$ cat config.mk
export PLATFORM = sky130hd
export DESIGN_NAME = cpu_core_mc
export DESIGN_NICKNAME = d
export VERILOG_FILES = /design/src/rtl/cpu_core_mc.sv
export SDC_FILE = /design/constraint.sdc
export NUM_CORES = 1
export LEC_CHECK = 0
export CAP_MARGIN = 20
export CELL_PAD_IN_SITES_DETAIL_PLACEMENT = 1
export CELL_PAD_IN_SITES_GLOBAL_PLACEMENT = 1
export CORE_ASPECT_RATIO = 1.5
export CORE_MARGIN = 2
export CORE_UTILIZATION = 48
export CTS_CLUSTER_SIZE = 16
export DETAILED_ROUTE_END_ITERATION = 6
export GPL_ROUTABILITY_DRIVEN = 0
export HOLD_SLACK_MARGIN = 0.05
export PLACE_DENSITY_LB_ADDON = 0.1
export SYNTH_ARGS = -nofsm -noshare
export SYNTH_HDL_FRONTEND = slang
export SYNTH_SLANG_ARGS = --single-unit
$ cat constraint.sdc
create_clock -name i_clk -period 7.5 [get_ports i_clk]
set_input_delay 1.5 -clock i_clk [delete_from_list [all_inputs] [get_ports i_clk]]
set_output_delay 1.5 -clock i_clk [all_outputs]
set_load 0.03 [all_outputs]
$ cat src/rtl/cpu_core_mc.sv
// cpu_core_mc: multi-cycle CPU with 16-bit instructions and generic data/PC widths.
// Instructions arrive on an imem req/ack port. Loads and stores use a dmem req/ack port.
module cpu_core_mc #(
   parameter int              DATA_W   = 16,
   parameter int              PC_W     = 16,
   parameter logic [PC_W-1:0] RESET_PC = {PC_W{1'b0}}
) (
   input  logic              i_clk,
   input  logic              i_rst,
   output logic              o_imem_req,
   output logic [PC_W-1:0]   o_imem_addr,
   input  logic              i_imem_ack,
   input  logic [15:0]       i_imem_rdata,
   output logic              o_dmem_req,
   output logic              o_dmem_we,
   output logic [DATA_W-1:0] o_dmem_addr,
   output logic [DATA_W-1:0] o_dmem_wdata,
   input  logic              i_dmem_ack,
   input  logic [DATA_W-1:0] i_dmem_rdata,
   output logic              o_retire,
   output logic              o_halted,
   output logic              o_carry,
   output logic              o_zero
);

   typedef enum logic [1:0] {
      S_FETCH = 2'd0,
      S_EXEC  = 2'd1,
      S_MEM   = 2'd2,
      S_HALT  = 2'd3
   } state_t;

   localparam logic [2:0] OP_RTYPE = 3'd0;
   localparam logic [2:0] OP_ADDI  = 3'd1;
   localparam logic [2:0] OP_LW    = 3'd2;
   localparam logic [2:0] OP_SW    = 3'd3;
   localparam logic [2:0] OP_BEQZ  = 3'd4;
   localparam logic [2:0] OP_JMP   = 3'd5;
   localparam logic [2:0] OP_HALT  = 3'd7;

   state_t              r_state;
   state_t              w_next_state;
   logic [PC_W-1:0]     r_pc;
   logic [15:0]         r_instr;
   logic [DATA_W-1:0]   r_regs [0:7];
   logic                r_carry;
   logic                r_zero;
   logic [DATA_W-1:0]   r_dmem_addr;
   logic [DATA_W-1:0]   r_dmem_wdata;
   logic                r_dmem_we;

   logic [2:0]          w_op;
   logic [2:0]          w_rd;
   logic [2:0]          w_rs1;
   logic [2:0]          w_rs2;
   logic [3:0]          w_func;
   logic [DATA_W-1:0]   w_rs1_val;
   logic [DATA_W-1:0]   w_rs2_val;
   logic [DATA_W-1:0]   w_rd_val;
   logic [DATA_W-1:0]   w_simm;
   logic [PC_W-1:0]     w_simm_pc;
   logic [PC_W-1:0]     w_pc_inc;
   logic [PC_W-1:0]     w_pc_br;
   logic [PC_W-1:0]     w_pc_jmp;
   logic [DATA_W-1:0]   w_alu_res;
   logic                w_alu_carry;
   logic                w_alu_wr;

   assign w_op      = r_instr[15:13];
   assign w_rd      = r_instr[12:10];
   assign w_rs1     = r_instr[9:7];
   assign w_rs2     = r_instr[6:4];
   assign w_func    = r_instr[3:0];
   // R0 is reset to zero and never written, so a plain array read returns 0 for it.
   assign w_rs1_val = r_regs[w_rs1];
   assign w_rs2_val = r_regs[w_rs2];
   assign w_rd_val  = r_regs[w_rd];
   assign w_simm    = {{(DATA_W-7){r_instr[6]}}, r_instr[6:0]};
   assign w_simm_pc = {{(PC_W-7){r_instr[6]}}, r_instr[6:0]};
   assign w_pc_inc  = r_pc + PC_W'(1);
   assign w_pc_br   = w_pc_inc + w_simm_pc;
   assign w_pc_jmp  = PC_W'(r_instr[12:0]);

   assign o_imem_addr  = r_pc;
   assign o_dmem_addr  = r_dmem_addr;
   assign o_dmem_wdata = r_dmem_wdata;
   assign o_dmem_we    = r_dmem_we;
   assign o_carry      = r_carry;
   assign o_zero       = r_zero;

   // ALU result, carry/borrow and writeback enable for R-type and ADDI.
   always_comb begin
      w_alu_res   = {DATA_W{1'b0}};
      w_alu_carry = 1'b0;
      w_alu_wr    = 1'b0;
      case (w_op)
         OP_RTYPE: begin
            w_alu_wr = 1'b1;
            case (w_func)
               4'd0: {w_alu_carry, w_alu_res} = {1'b0, w_rs1_val} + {1'b0, w_rs2_val};
               4'd1: begin
                  w_alu_res   = w_rs1_val - w_rs2_val;
                  w_alu_carry = (w_rs1_val < w_rs2_val);
               end
               4'd2: w_alu_res = w_rs1_val & w_rs2_val;
               4'd3: w_alu_res = w_rs1_val | w_rs2_val;
               4'd4: w_alu_res = w_rs1_val ^ w_rs2_val;
               4'd5: w_alu_res = {{(DATA_W-1){1'b0}}, ($signed(w_rs1_val) < $signed(w_rs2_val))};
               default: w_alu_wr = 1'b0;
            endcase
         end
         OP_ADDI: begin
            w_alu_wr = 1'b1;
            {w_alu_carry, w_alu_res} = {1'b0, w_rs1_val} + {1'b0, w_simm};
         end
         default: w_alu_wr = 1'b0;
      endcase
   end

   // State register.
   always_ff @(posedge i_clk or posedge i_rst) begin
      if (i_rst) begin
         r_state <= S_FETCH;
      end else begin
         r_state <= w_next_state;
      end
   end

   // Next-state logic.
   always_comb begin
      w_next_state = r_state;
      case (r_state)
         S_FETCH: w_next_state = i_imem_ack ? S_EXEC : S_FETCH;
         S_EXEC: begin
            if ((w_op == OP_LW) || (w_op == OP_SW)) begin
               w_next_state = S_MEM;
            end else if (w_op == OP_HALT) begin
               w_next_state = S_HALT;
            end else begin
               w_next_state = S_FETCH;
            end
         end
         S_MEM:   w_next_state = i_dmem_ack ? S_FETCH : S_MEM;
         S_HALT:  w_next_state = S_HALT;
         default: w_next_state = S_FETCH;
      endcase
   end

   // Bus requests are gated by reset so nothing is requested while rst is high.
   always_comb begin
      o_imem_req = 1'b0;
      o_dmem_req = 1'b0;
      o_retire   = 1'b0;
      o_halted   = 1'b0;
      case (r_state)
         S_FETCH: o_imem_req = ~i_rst;
         S_EXEC:  o_retire   = (w_op != OP_LW) && (w_op != OP_SW);
         S_MEM: begin
            o_dmem_req = ~i_rst;
            o_retire   = i_dmem_ack;
         end
         S_HALT:  o_halted = 1'b1;
         default: o_halted = 1'b0;
      endcase
   end

   // Datapath: instruction latch, register file, flags, PC and dmem request fields.
   always_ff @(posedge i_clk or posedge i_rst) begin
      if (i_rst) begin
         r_pc         <= RESET_PC;
         r_instr      <= 16'h0000;
         r_carry      <= 1'b0;
         r_zero       <= 1'b0;
         r_dmem_addr  <= {DATA_W{1'b0}};
         r_dmem_wdata <= {DATA_W{1'b0}};
         r_dmem_we    <= 1'b0;
         for (int i = 0; i < 8; i++) begin
            r_regs[i] <= {DATA_W{1'b0}};
         end
      end else begin
         case (r_state)
            S_FETCH: begin
               if (i_imem_ack) begin
                  r_instr <= i_imem_rdata;
               end
            end
            S_EXEC: begin
               case (w_op)
                  OP_RTYPE, OP_ADDI: begin
                     if (w_alu_wr) begin
                        if (w_rd != 3'd0) begin
                           r_regs[w_rd] <= w_alu_res;
                        end
                        r_carry <= w_alu_carry;
                        r_zero  <= (w_alu_res == {DATA_W{1'b0}});
                     end
                     r_pc <= w_pc_inc;
                  end
                  OP_LW, OP_SW: begin
                     r_dmem_addr  <= w_rs1_val + w_simm;
                     r_dmem_wdata <= w_rd_val;
                     r_dmem_we    <= (w_op == OP_SW);
                  end
                  OP_BEQZ: r_pc <= (w_rs1_val == {DATA_W{1'b0}}) ? w_pc_br : w_pc_inc;
                  OP_JMP:  r_pc <= w_pc_jmp;
                  OP_HALT: r_pc <= r_pc;
                  default: r_pc <= w_pc_inc;
               endcase
            end
            S_MEM: begin
               if (i_dmem_ack) begin
                  if (!r_dmem_we && (w_rd != 3'd0)) begin
                     r_regs[w_rd] <= i_dmem_rdata;
                  end
                  r_pc <= w_pc_inc;
               end
            end
            default: r_pc <= r_pc;
         endcase
      end
   end

endmodule

==> flow_summary_export.csv, run 1 <==
group,metric,value,unit
sta,fmax,171,MHz
worst_setup_path,slowest_delay,0.91,ns
sta,finalSetupViolCount,0,
placement,port_buffers,90,
logic_synthesis,netlist_instances,1614,
layout,drive_gt1_share,15.2,%
layout,final_nets,1777,
cts,ctsHoldBuffers,0,
power,pwr-share-comb,2.1,%
logic_synthesis,synth_top_family_by_area,"multiplexers",
die,fp.dieW,151,µm
cts,cts_buffers,17,
worst_setup_path,critPathBufInv,2,
logic_synthesis,avgSynthCellArea,9.58,µm²
grt,overflow,0,
worst_setup_path,crit_required,7.85,ns
cts,cts_tree,"yes",
cts,cts-htree-levels,4,
min_path,hold_depth,2,
routing,vias,14000,
logic_synthesis,synth_simple_gate_area_share,13.8,%
placement,hpwl,41.8,mm
sta,worst_clock_skew,0.0110,ns
worst_setup_path,rr_endpoint,"r_regs[32]$_DFFE_PP0P_",
layout,layoutNonFillerInstCount,2074,
logic_synthesis,synthFlopType,"dfrtp_1",
die,die_area,33700,µm²
sta,fin_ws,1.65,ns
grt,antenna_found_initial,2,
worst_setup_path,timing.rr.start,"r_instr[4]$_DFFE_PP0P_",
power,clkPwrFrac,46.4,%
routing,routed_via_density,6.77,
logic_synthesis,ys_ff_latch,197,
worst_setup_path,r2r_slack,1.65,ns
logic_synthesis,synthMuxAreaShare,23.3,%
logic_synthesis,synthArstFlopShare,100,%
die,die_h,224,µm
sta,min_period_over_period,78.0,%
worst_setup_path,critPathSlowestCell,"dfrtp_2",
worst_setup_path,r2r_cells,14,
worst_setup_path,worstPathArrival,6.20,ns
logic_synthesis,synth_xor_area_share,2.38,%
logic_synthesis,ys_types,77,
routing,ant_nets,0,
power,power_density,119,nW/µm²
sta,fin_hold_ws,0.482,ns
outcome,status,"completed",
logic_synthesis,synth_warnings,0,
cts,root_buffer,"clkbuf_16",
cts,ctsResizeCount,0,
sta,setup_tns,0,ns
power,vdd_drop_max,131,µV
power,swShare,24.1,%
placement,dp_slack,1.74,ns
power,power_frac_seq,51.4,%
placement,placed_cells,2041,
logic_synthesis,synth_compound_area_share,16.8,%
sta,hold_viol_final,0,
worst_setup_path,critPathKind,"reg2reg",
sta,period_minus_slack,5.85,ns
power,p_switching,0.000496,W
die,core_area,31700,µm²
cts,clk_pin_slew,0.08,ns
cts,postCtsSetupBuffers,0,
die,num_io_pins,91,
logic_synthesis,synth.net_count,1741,
routing,wire_per_inst,27.6,µm
sta,rsz0062_at_grt,"no",
logic_synthesis,ys_seq_area_share,31.9,%
routing,dr.pass1.iters,5,
worst_setup_path,path_cells,"buf_4 -> mux4_2 -> mux2i_1 -> inv_1 -> fa_1 -> o21ba_2 -> o41ai_1 -> or4_1 -> nand4_1 -> a21oi_1 -> o41ai_1 -> a211oi_1 -> a21oi_1 -> mux2_2",
grt,grt.total_usage,34.7,%
worst_setup_path,start_kind,"register",
routing,first_iter_violations,949,
routing,drc,0,
routing,drt-total-wl,57.3,mm
cts,clock_sinks,197,
sta,timing.final.max_slew_violations,0,
die,initial_core_util,48.7,%
power,p_leak,7.35,nW
worst_setup_path,crit_family,"compound AO/OA/AOI/OAI gates",
min_path,hold_path_class,"reg2reg",
grt,grt_pass1_wl,87.6,mm
logic_synthesis,synth_edf_count,0,
logic_synthesis,syn_area,15500,µm²
worst_setup_path,crit_fanout,24,
worst_setup_path,crit_path_end_kind,"register",
sta,worstMarginPinSlew,1.07,ns
cts,clk_path_buf_depth,2,
cts,insertion_delay,0.47,ns
job,cap_violations,0,
min_path,hold_path_end,"o_dmem_wdata[5]$_DFFE_PP0P_",
sta,relSlewSlack,27.8,%
logic_synthesis,synth-adder-area-share,7.56,%
die,rows,80,
grt,grt_max_degree,108,
power,cellInternalPower,0.00157,W
grt,first_global_vias,14700,
worst_setup_path,crit_cells,14,
layout,area_delta_synth_final,12.3,%
layout,fillers,3555,
min_path,min-delay-start,"o_dmem_wdata[5]$_DFFE_PP0P_",
synth_stat cells, types with 5 or more instances:
library cell | number | area, µm²
dfrtp_1 | 197 | 4930
nand2_1 | 182 | 683
o21ai_0 | 136 | 681
nor2_1 | 122 | 458
mux2_2 | 112 | 1260
ha_1 | 87 | 1090
clkbuf_1 | 82 | 308
a21oi_1 | 79 | 395
inv_1 | 63 | 236
mux4_2 | 62 | 1400
mux2i_1 | 57 | 571
nor3_1 | 32 | 160
nand3_1 | 30 | 150
xnor2_1 | 25 | 219
a211oi_1 | 20 | 150
a31oi_1 | 19 | 119
xor2_1 | 17 | 149
nand2b_1 | 15 | 93.8
nor2b_1 | 15 | 93.8
o31ai_1 | 15 | 113
mux4_1 | 14 | 368
a21o_1 | 13 | 97.6
a221oi_1 | 13 | 114
o21a_1 | 12 | 90.1
a22oi_1 | 11 | 82.6
nand4_1 | 11 | 68.8
and3_1 | 10 | 62.6
buf_1 | 10 | 37.5
nor4_1 | 10 | 62.6
buf_2 | 8 | 40.0
o21bai_1 | 8 | 60.1
or3_1 | 8 | 50.1
a211o_1 | 7 | 61.3
o22ai_1 | 7 | 43.8
and2_1 | 5 | 31.3
nor3b_1 | 5 | 37.5
o211ai_1 | 5 | 37.5
o221ai_1 | 5 | 43.8
metrics by stage:
stage / power [W] / utilization [%] / cell area (µm²)
floorplan: 0.00110 / - / 15500
global placement: 0.00113 / 52.6 / 16700
detailed placement: 0.00113 / 52.8 / 16800
CTS: 0.00208 / 54.7 / 17400
global route: 0.00212 / 54.7 / 17400
finish: 0.00206 / 54.7 / 17400
final cells by class:
| class | instances | area, µm² | area share [%] |
|---|---|---|---|
| Multi-Input combinational cell | 1249 | 9870 | 56.9 |
| Sequential cell | 197 | 4940 | 28.4 |
| Timing Repair Buffer | 122 | 1200 | 6.92 |
| Tap cell | 410 | 513 | 2.95 |
| Clock buffer | 20 | 457 | 2.63 |
| Inverter | 63 | 244 | 1.41 |
| Clock inverter | 12 | 136 | 0.786 |
| Antenna cell | 1 | 2.50 | 0.0144 |
placed cells by master, fill, tap and decap left out, types with 57 or more instances in the layout:
cell type and instances:
a21oi_1 79, clkdlybuf4s50_1 90, dfrtp_1 191, ha_1 87, inv_1 62, mux2_2 112, mux2i_1 57, mux4_2 62
nand2_1 182, nor2_1 122, o21ai_0 136
state kept, by name, indices dropped and copies added, names as in the netlist:
signal and count:
o_carry 1, o_dmem_addr 16, o_dmem_wdata 16, o_dmem_we 1, o_imem_addr 16, o_zero 1
r_instr 16, r_regs 128, r_state 2
worst max-delay path by stage:
| stage | to | slack [ns] | from |
|---|---|---|---|
| final | r_regs[32]$_DFFE_PP0P_ | 1.65 | r_instr[4]$_DFFE_PP0P_ |
| after global routing | r_regs[16]$_DFFE_PP0P_ | 1.29 | r_instr[4]$_DFFE_PP0P_ |
| after detailed placement | r_regs[32]$_DFFE_PP0P_ | 1.74 | r_instr[4]$_DFFE_PP0P_ |
| after floorplan | o_carry$_DFFE_PP0P_ | 0.63 | i_rst |
| after global placement | r_regs[0]$_DFFE_PP0P_ | 1.86 | r_instr[4]$_DFFE_PP0P_ |
| after CTS | r_regs[32]$_DFFE_PP0P_ | 1.68 | r_instr[4]$_DFFE_PP0P_ |
power by group through the flow:
| stage | Sequential [W] | Combinational (W) | Clock, W |
|---|---|---|---|
| after floorplan | 0.00108 | 0.0000159 | 0 |
| after global placement | 0.00108 | 0.0000451 | 0 |
| after detailed placement | 0.00108 | 0.0000458 | 0 |
| after CTS | 0.00106 | 0.0000460 | 0.000972 |
| after global routing | 0.00106 | 0.0000493 | 0.00100 |
| final | 0.00106 | 0.0000440 | 0.000958 |
worst min-delay path, cell delays in order (launching register included):
cell and delay, ns:
dfrtp_1 0.34, nand2_1 0.04, o21ai_0 0.06
layer usage:
metal	part of all wire [%]	vias up	GRT usage [%]
met5	0	-	0
met1	38	7170	42.0
met4	7.1	0	22.3
met2	49	587	57.6
met3	5.2	206	4.66
li1	-	6069	-
cell families (layout without fill, tap and decap cells):
| family | count (synthesis) | after routing |
|---|---|---|
| and+or+nand+nor | 465 | 465 |
| AOI/OAI and AO/OA | 406 | 406 |
| muxes | 245 | 245 |
| DFF | 197 | 197 |
| buffers and inverters | 168 | 217 |
| adders and majority gates | 91 | 91 |
| xor gates and xnor gates | 42 | 42 |
| other | 0 | 1 |
Power figures use the tool's default switching activity.
==> inputs of run 2 (changes only) <==
Clock period 7.5 ns to 5.8 ns, I/O delays scaled along.
==> flow_summary_export.csv, run 2 (synthesis results as in run 1) <==
group,metric,value,unit
outcome,status,"completed",
power,cellInternalPower,0.00204,W
cts,clock_sinks,197,
power,power_density,153,nW/µm²
worst_setup_path,crit_path_end_kind,"register",
grt,grt_pass1_wl,87.5,mm
layout,n_antenna_cell,0,
power,p_leak,7.44,nW
cts,ctsResizeCount,0,
routing,top_layer,"met4",
sta,worst_clock_skew,0.00850,ns
sta,period_minus_slack,5.46,ns
worst_setup_path,critPathKind,"reg2reg",
sta,relSlewSlack,23.3,%
cts,ctsHoldBuffers,0,
cts,clk_path_buf_depth,2,
sta,hold_viol_final,0,
min_path,min-delay-start,"o_dmem_wdata[14]$_DFFE_PP0P_",
layout,layout_common_cells,"dfrtp_1 (191), nand2_1 (182), o21ai_0 (136)",
power,pwr-share-comb,2.1,%
job,cap_violations,0,
die,core_area,31700,µm²
power,power_frac_seq,51.3,%
routing,vias,14000,
worst_setup_path,crit_fanout,19,
routing,wire_per_inst,27.5,µm
sta,finalSetupViolCount,0,
die,num_io_pins,91,
routing,drt-total-wl,57.5,mm
sta,timing.final.max_slew_violations,0,
worst_setup_path,rr_endpoint,"r_regs[9]$_DFFE_PP0P_",
die,fp.dieW,151,µm
worst_setup_path,crit_required,6.11,ns
power,clkPwrFrac,46.6,%
cts,cts_buffers,17,
layout,area_delta_synth_final,13.2,%
layout,largest_reg_flops,128,
grt,grt_max_degree,198,
grt,grt.total_usage,34.8,%
cts,insertion_delay,0.47,ns
grt,first_global_vias,14500,
power,swShare,23.8,%
die,rows,80,
cts,clk_pin_slew,0.08,ns
cts,cts_tree,"yes",
min_path,hold_path_end,"o_dmem_wdata[14]$_DFFE_PP0P_",
placement,hpwl,41.7,mm
power,vdd_drop_max,202,µV
die,initial_core_util,48.7,%
sta,rsz0062_at_grt,"no",
placement,placed_cells,2057,
cts,root_buffer,"clkbuf_16",
cts,postCtsSetupBuffers,0,
routing,first_iter_violations,943,
routing,dr.pass1.iters,7,
sta,setup_tns,0,ns
routing,ant_nets,0,
min_path,hold_depth,1,
grt,antenna_found_initial,0,
layout,drive_gt1_share,16.1,%
layout,design_area,17500,µm²
power,p_switching,0.000637,W
sta,worstMarginPinSlew,1.15,ns
worst_setup_path,start_kind,"register",
layout,fin_util,55.1,%
worst_setup_path,r2r_slack,0.34,ns
layout,mostFrequentLayoutCell,"dfrtp_1",
routing,wl_met3,3.11,mm
routing,drc,0,
placement,post_dp_cell_area,16900,µm²
cts,cts-htree-levels,4,
grt,overflow,0,
placement,port_buffers,90,
routing,routed_via_density,6.68,
die,die_area,33700,µm²
worst_setup_path,r2r_cells,12,
sta,min_period_over_period,94.1,%
layout,final_nets,1793,
layout,regMostFlops,"r_regs",
die,die_h,224,µm
min_path,hold_path_class,"reg2reg",
worst_setup_path,worstPathArrival,5.76,ns
layout,layoutNonFillerInstCount,2089,
routing,drt-met1-wl,22.5,mm
worst_setup_path,timing.rr.start,"r_instr[8]$_DFFE_PP0P_",
sta,fmax,183,MHz
routing,route.met2.wl,28.5,mm
-- run 2: cell count changes in the layout (fill, tap and decap cells not counted), sizes merged --
cell,change
diode,-1
buf,+16
inv,-3
clkinv,+3
-- run 2: per-stage QoR --
step / hold WS, ns / power, W / worst slack [ns]
floorplan: 0.471 / 0.00142 / 0.866
finish: 0.483 / 0.00267 / 0.344
global placement: 0.462 / 0.00146 / 0.650
detailed placement: 0.470 / 0.00146 / 0.476
CTS: 0.491 / 0.00270 / 0.449
global route: 0.509 / 0.00275 / 0.108
-- run 2: worst max path at each step --
stage	from	endpoint	slack, ns	depth (start not counted)
after CTS	r_instr[8]$_DFFE_PP0P_	r_regs[41]$_DFFE_PP0P_	0.45	12
after global placement	r_instr[7]$_DFFE_PP0P_	r_regs[90]$_DFFE_PP0P_	0.65	12
after floorplan	r_instr[5]$_DFFE_PP0P_	r_regs[14]$_DFFE_PP0P_	0.87	17
after detailed placement	r_instr[8]$_DFFE_PP0P_	r_regs[41]$_DFFE_PP0P_	0.48	12
after global routing	r_instr[8]$_DFFE_PP0P_	r_regs[13]$_DFFE_PP0P_	0.11	13
final	r_instr[8]$_DFFE_PP0P_	r_regs[9]$_DFFE_PP0P_	0.34	12
-- run 2: layout make-up --
class                           count  area [µm²]
Multi-Input combinational cell   1249        9870
Tap cell                          410         513
Timing Repair Buffer              138        1330
Fill cell                        3519       14200
Sequential cell                   197        4940
Inverter                           63         240
Clock inverter                     12         139
Clock buffer                       20         467
-- run 2: critical path: stages (launching register included) --
cell and delay [ns]:
dfrtp_1 0.95, mux4_2 0.43, mux2i_1 0.55, inv_1 0.22, ha_1 0.27, o311ai_0 0.75, a22oi_1 0.31, a311oi_1 0.37
o21a_1 0.17, nor3_1 0.08, nor4_1 0.59, o21bai_1 0.37, o21ai_0 0.20
-- run 2: routing by layer --
layer	up-vias	GRT usage (%)
met1	7137	43.1
met3	178	5.11
met4	0	19.0
li1	6090	-
met5	-	0
met2	552	58.0
-- run 2: power by group through the flow --
stage / combinational, W / sequential [W] / clock [W]
2_1_floorplan: 0.0000208 / 0.00140 / 0
3_5_place_dp: 0.0000583 / 0.00140 / 0
3_3_place_gp: 0.0000582 / 0.00140 / 0
4_1_cts: 0.0000585 / 0.00137 / 0.00127
5_1_grt: 0.0000625 / 0.00137 / 0.00132
6_report: 0.0000561 / 0.00137 / 0.00125
